==> src/rtl/dadda_share_arbiter.sv <==
// Round-robin arbiter time-sharing one 16x16 combinational multiplier among
// NUM_REQ valid/ready requesters; products return tagged with the requester index.

module dadda (
    input  logic [15:0] a,
    input  logic [15:0] b,
    output logic [31:0] product
);
    logic [31:0] sum_v;
    logic [31:0] carry_v;
    logic [31:0] pp;
    logic [31:0] tmp;

    // Carry-save reduction of the partial products, one 3:2 row per multiplier bit.
    always_comb begin
        sum_v   = 32'h0000_0000;
        carry_v = 32'h0000_0000;
        pp      = 32'h0000_0000;
        tmp     = 32'h0000_0000;
        for (int i = 0; i < 16; i++) begin
            if (b[i]) begin
                pp = {16'h0000, a} << i;
            end else begin
                pp = 32'h0000_0000;
            end
            tmp     = sum_v ^ carry_v ^ pp;
            carry_v = ((sum_v & carry_v) | (sum_v & pp) | (carry_v & pp)) << 1;
            sum_v   = tmp;
        end
        product = sum_v + carry_v;
    end
endmodule

module dadda_share_arbiter #(
    parameter int NUM_REQ = 4,
    parameter int ID_W    = 2
) (
    input  logic                  clk,
    input  logic                  rst,
    input  logic [NUM_REQ-1:0]    req_valid,
    output logic [NUM_REQ-1:0]    req_ready,
    input  logic [16*NUM_REQ-1:0] req_a,
    input  logic [16*NUM_REQ-1:0] req_b,
    output logic                  res_valid,
    input  logic                  res_ready,
    output logic [ID_W-1:0]       res_id,
    output logic [31:0]           res_product,
    output logic                  busy
);
    typedef enum logic [1:0] {
        IDLE = 2'd0,
        MUL  = 2'd1,
        HOLD = 2'd2
    } state_t;

    state_t          state;
    logic [ID_W-1:0] ptr;
    logic [ID_W-1:0] id_r;
    logic [15:0]     op_a;
    logic [15:0]     op_b;
    logic [ID_W-1:0] grant_idx;
    logic            grant_found;
    logic [15:0]     sel_a;
    logic [15:0]     sel_b;
    logic [31:0]     mul_product;

    function automatic logic [ID_W-1:0] wrap_idx(input logic [ID_W-1:0] base, input int step);
        int s;
        s = int'(base) + step;
        if (s >= NUM_REQ) begin
            s = s - NUM_REQ;
        end else begin
            s = s;
        end
        return ID_W'(s);
    endfunction

    // Search upward from ptr with wrap-around for the first valid requester.
    always_comb begin
        grant_found = 1'b0;
        grant_idx   = '0;
        for (int k = 0; k < NUM_REQ; k++) begin
            if (!grant_found && req_valid[wrap_idx(ptr, k)]) begin
                grant_found = 1'b1;
                grant_idx   = wrap_idx(ptr, k);
            end else begin
                grant_found = grant_found;
            end
        end
    end

    // Accept strobe is combinational so the requester sees it in the grant cycle.
    always_comb begin
        req_ready = '0;
        if (!rst && state == IDLE && grant_found) begin
            req_ready[grant_idx] = 1'b1;
        end else begin
            req_ready = '0;
        end
    end

    assign sel_a = req_a[int'(grant_idx)*16 +: 16];
    assign sel_b = req_b[int'(grant_idx)*16 +: 16];

    dadda u_dadda (
        .a       (op_a),
        .b       (op_b),
        .product (mul_product)
    );

    // Scheduler FSM with registered result and busy outputs.
    always_ff @(posedge clk or posedge rst) begin
        if (rst) begin
            state       <= IDLE;
            ptr         <= '0;
            id_r        <= '0;
            op_a        <= 16'h0000;
            op_b        <= 16'h0000;
            res_valid   <= 1'b0;
            res_product <= 32'h0000_0000;
            res_id      <= '0;
            busy        <= 1'b0;
        end else begin
            case (state)
                IDLE: begin
                    if (grant_found) begin
                        op_a  <= sel_a;
                        op_b  <= sel_b;
                        id_r  <= grant_idx;
                        ptr   <= wrap_idx(grant_idx, 1);
                        state <= MUL;
                        busy  <= 1'b1;
                    end else begin
                        state <= IDLE;
                        busy  <= 1'b0;
                    end
                end
                MUL: begin
                    res_product <= mul_product;
                    res_id      <= id_r;
                    res_valid   <= 1'b1;
                    state       <= HOLD;
                    busy        <= 1'b1;
                end
                HOLD: begin
                    if (res_ready) begin
                        res_valid <= 1'b0;
                        state     <= IDLE;
                        busy      <= 1'b0;
                    end else begin
                        state <= HOLD;
                        busy  <= 1'b1;
                    end
                end
                default: begin
                    res_valid <= 1'b0;
                    state     <= IDLE;
                    busy      <= 1'b0;
                end
            endcase
        end
    end
endmodule

==> config.mk <==
export PLATFORM = sky130hd
export DESIGN_NAME = dadda_share_arbiter
export DESIGN_NICKNAME = d
export VERILOG_FILES = /design/src/rtl/dadda_share_arbiter.sv
export SDC_FILE = /design/constraint.sdc
export NUM_CORES = 1
export LEC_CHECK = 0
export CAP_MARGIN = 20
export CORE_ASPECT_RATIO = 1.2
export CORE_MARGIN = 2
export CORE_UTILIZATION = 56
export DETAILED_ROUTE_END_ITERATION = 12
export PLACE_DENSITY = 0.93
export SLEW_MARGIN = 20
export SYNTH_ARGS = -nofsm -noshare
export SYNTH_HDL_FRONTEND = slang
export SYNTH_SLANG_ARGS = --single-unit
==> constraint.sdc <==
create_clock -name clk -period 16.2 [get_ports clk]
set_input_delay 4.05 -clock clk [delete_from_list [all_inputs] [get_ports clk]]
set_output_delay 4.05 -clock clk [all_outputs]
set_load 0.05 [all_outputs]
==> out/metrics.yaml <==
status: "complete, no violations"
cp-end-kind: "output port"
async_flop_share_pct: 100
synth_cells: 1067
finalHoldViolCount: 0
period_minus_slack_ns: 11.45
synth.distinct_cells: 44
start_util_pct: 57.3
nNetsFinal: 1548
post-route-util_pct: 68.3
routed_wl_mm: 24.1
setup_tns_ns: 0
syn_nets: 1447
crit_top_cell: "clkdlybuf4s50_1"
critPathSlowestCell: "buf_4"
num_io_pins: 175
cts_tree: "built"
grt_pass1_vias: 8826
cp.arrival_ns: 7.40
synthAdderAreaFrac_pct: 44.6
drtIter0Drc: 485
dieArea_sq_mm: 0.0197
fin_skew_ns: 0.0105
synthMuxAreaShare_pct: 9.80
drt_pass1_iterations: 8
cts-root-buf: "clkbuf_16"
grt_usage_pct: 25.2
whs_ns: 0.472
syn_to_final_growth_pct: 19.2
critPathRequiredTime_ns: 12.15
synth-simple-area-share_pct: 15.1
ant_nets: 0
drc: 0
die_h_um: 153
fillCellCount: 1196
gp_congestion: 0.836
synth_edf_count: 0
cpPeakStageDelay_ns: 0.73
via_per_inst: 5.77
holdPathStages: 2
fp.dieW_um: 128
ys_seq_area_share_pct: 17.8
cts.sinks: 74
rows: 54
port_buffers: 174
hold_buffers: 0
cp_max_fo: 51
rsz0062_at_grt: "false"
synth_top_family_by_area: "adder cells"
h-tree-depth: 3
drive_gt1_share_pct: 5.03
insertion_delay_ns: 0.36
multiInputGateArea_sq_mm: 0.00794
hp-class: "register to register"
synth_seq_cells: 74
clock_path_buffers: 2
max_cap_viol_count: 0
synth_xor_area_share_pct: 0.673
synth_compound_area_share_pct: 5.80
ff2ff_path_depth: 27
dp_hpwl_mm: 18.7
worstMarginPinSlew_ns: 0.907
min_period_over_period_pct: 70.7
worstSetupPathType: "input port to output port"
synth_warnings: 0
core_sq_mm: 0.0182
cp_num_cells: 9
synth_ff_type: "dfrtp_1"
avgRoutedWirePerCell_um: 17.3
worst_setup_path_start_kind: "input port"
antenna-diode-count: 0
finalSetupViolations: 0
cts_buffers: 9
grt-ovfl-total: 0
clkTransAtPathRegs_ns: 0.05
max_freq_mhz: 87.3
register_area_sq_mm: 0.00185
grt_pass1_wl_mm: 39.6
synth.cell_area_sq_mm: 0.0104
path_cells: "clkdlybuf4s50_1 -> mux2i_1 -> nor2_1 -> a311oi_4 -> buf_4 -> inv_2 -> ha_1 -> and3_1 -> clkdlybuf4s50_1"
slew_viol_final: 0
postCtsSetupRepairBufs: 0
grt_max_degree: 75
slew_headroom_pct: 39.6
cp.buffers_inverters: 4
cts_resized: 0
antenna_found_initial: 0
critical-path-top-delay-family: "buffers and inverters"
avgSynthCellArea_sq_um: 9.76
vias: 8058
## metal layers
layer  GRT usage [%]  wire [um]
met1            27.5       8440
met2            46.2      13100
met3            4.38       1350
met4            13.0       1270
met5               0          0
## worst reg2reg max path: stages (launching register included)
cell      delay (ns)
dfrtp_1         0.74
and2_1          0.23
ha_1            0.23
inv_1           0.08
fa_1            0.45
fa_1            0.53
fa_1            0.43
fa_1            0.51
fa_1            0.45
fa_1            0.41
fa_1            0.43
fa_1            0.50
fa_1            0.53
fa_1            0.44
fa_1            0.52
fa_1            0.43
fa_1            0.51
fa_1            0.41
inv_1           0.07
ha_1            0.17
inv_1           0.07
fa_1            0.44
nand2b_1        0.18
a21oi_1         0.22
o211ai_1        0.20
a211o_1         0.34
and3b_1         0.18
o31ai_1         0.20
## placed cells by master, fill, tap and decap left out, drive strengths merged, types with 2 or more instances in the layout
cell type      instances
mux2                  32
and3                   5
nand3                  3
dfrtp                 74
o31ai                  3
mux2i                 66
nand2                311
clkinvlp               2
buf                    5
nand2b                 5
inv                   67
fa                   211
or3                    2
a21oi                 16
o21a                   4
o21ai                 65
a21o                   2
xor2                   4
a211oi                 2
and2                  34
xnor2                  4
o211ai                 3
a21boi                 2
nor2                  12
ha                    34
clkbuf                12
clkdlybuf4s50        174
nor3                   5
## area by class of cell
class	instances	share of cell area, %
clock buffer	12	2.15
clock inverter	3	0.191
multi-input combinational	837	63.9
inverter	67	2.03
timing repair buffer	179	14.6
tap	224	2.26
sequential	74	14.9
## cell families (layout without fill, tap and decap cells)
| family | Yosys count | count (layout) |
|---|---|---|
| AOI/OAI and AO/OA | 104 | 104 |
| xor gates and xnor gates | 8 | 8 |
| adders and majority gates | 245 | 245 |
| buffers and inverters | 156 | 261 |
| DFF | 74 | 74 |
| muxes | 98 | 98 |
| and+or+nand+nor | 382 | 382 |
## per-stage QoR
step,instance area [sq um],instances,worst slack [ns]
6_report,12400,1396,4.75
5_1_grt,12400,1396,4.54
4_1_cts,12400,1394,4.34
3_5_place_dp,12100,1379,4.34
3_3_place_gp,12100,1379,4.48
2_1_floorplan,10400,1067,5.84
## state kept, by name, indices dropped and copies added, names as in the netlist
signal and count:
res_valid 1, busy 1, res_product 32, res_id 2
op_a 16, id_r 2, op_b 16, ptr 2
state 2
## Yosys cell counts (2+ instances only)
cell type,number,area share [%]
nand2_1,311,11
fa_1,211,41
clkbuf_1,81,2.9
dfrtp_1,74,18
inv_1,66,2.4
mux2i_1,66,6.3
o21ai_1,38,1.8
and2_1,34,2.0
ha_1,34,4.1
mux2_2,32,3.5
o21ai_0,27,1.3
a21oi_1,15,0.72
nor2_1,12,0.43
and3_1,5,0.30
nand2b_1,5,0.30
nor3_1,5,0.24
o21a_1,4,0.29
xnor2_1,4,0.34
xor2_1,4,0.34
buf_8,3,0.43
nand3_1,3,0.14
o211ai_1,3,0.22
o31ai_1,3,0.22
a211oi_1,2,0.14
a21boi_1,2,0.14
a21o_1,2,0.14
buf_2,2,0.096
buf_6,2,0.22
or3_1,2,0.12
## final timing paths
path | from | to | slack (ns)
setup reg to reg | op_b[0] | res_product[28] | 6.23
hold / removal | res_product[10] | res_product[10] | 0.47
setup / recovery | req_valid[0] | req_ready[2] | 4.75
min in group asynchronous | rst | ptr[1] | 4.52
hold reg to reg | res_product[10] | res_product[10] | 0.47
max in group asynchronous | rst | res_product[9] | 11.08
Power is left out: the tool's default activity adds up to more than one toggle a clock period on the data nets, which glitch-free logic cannot reach.
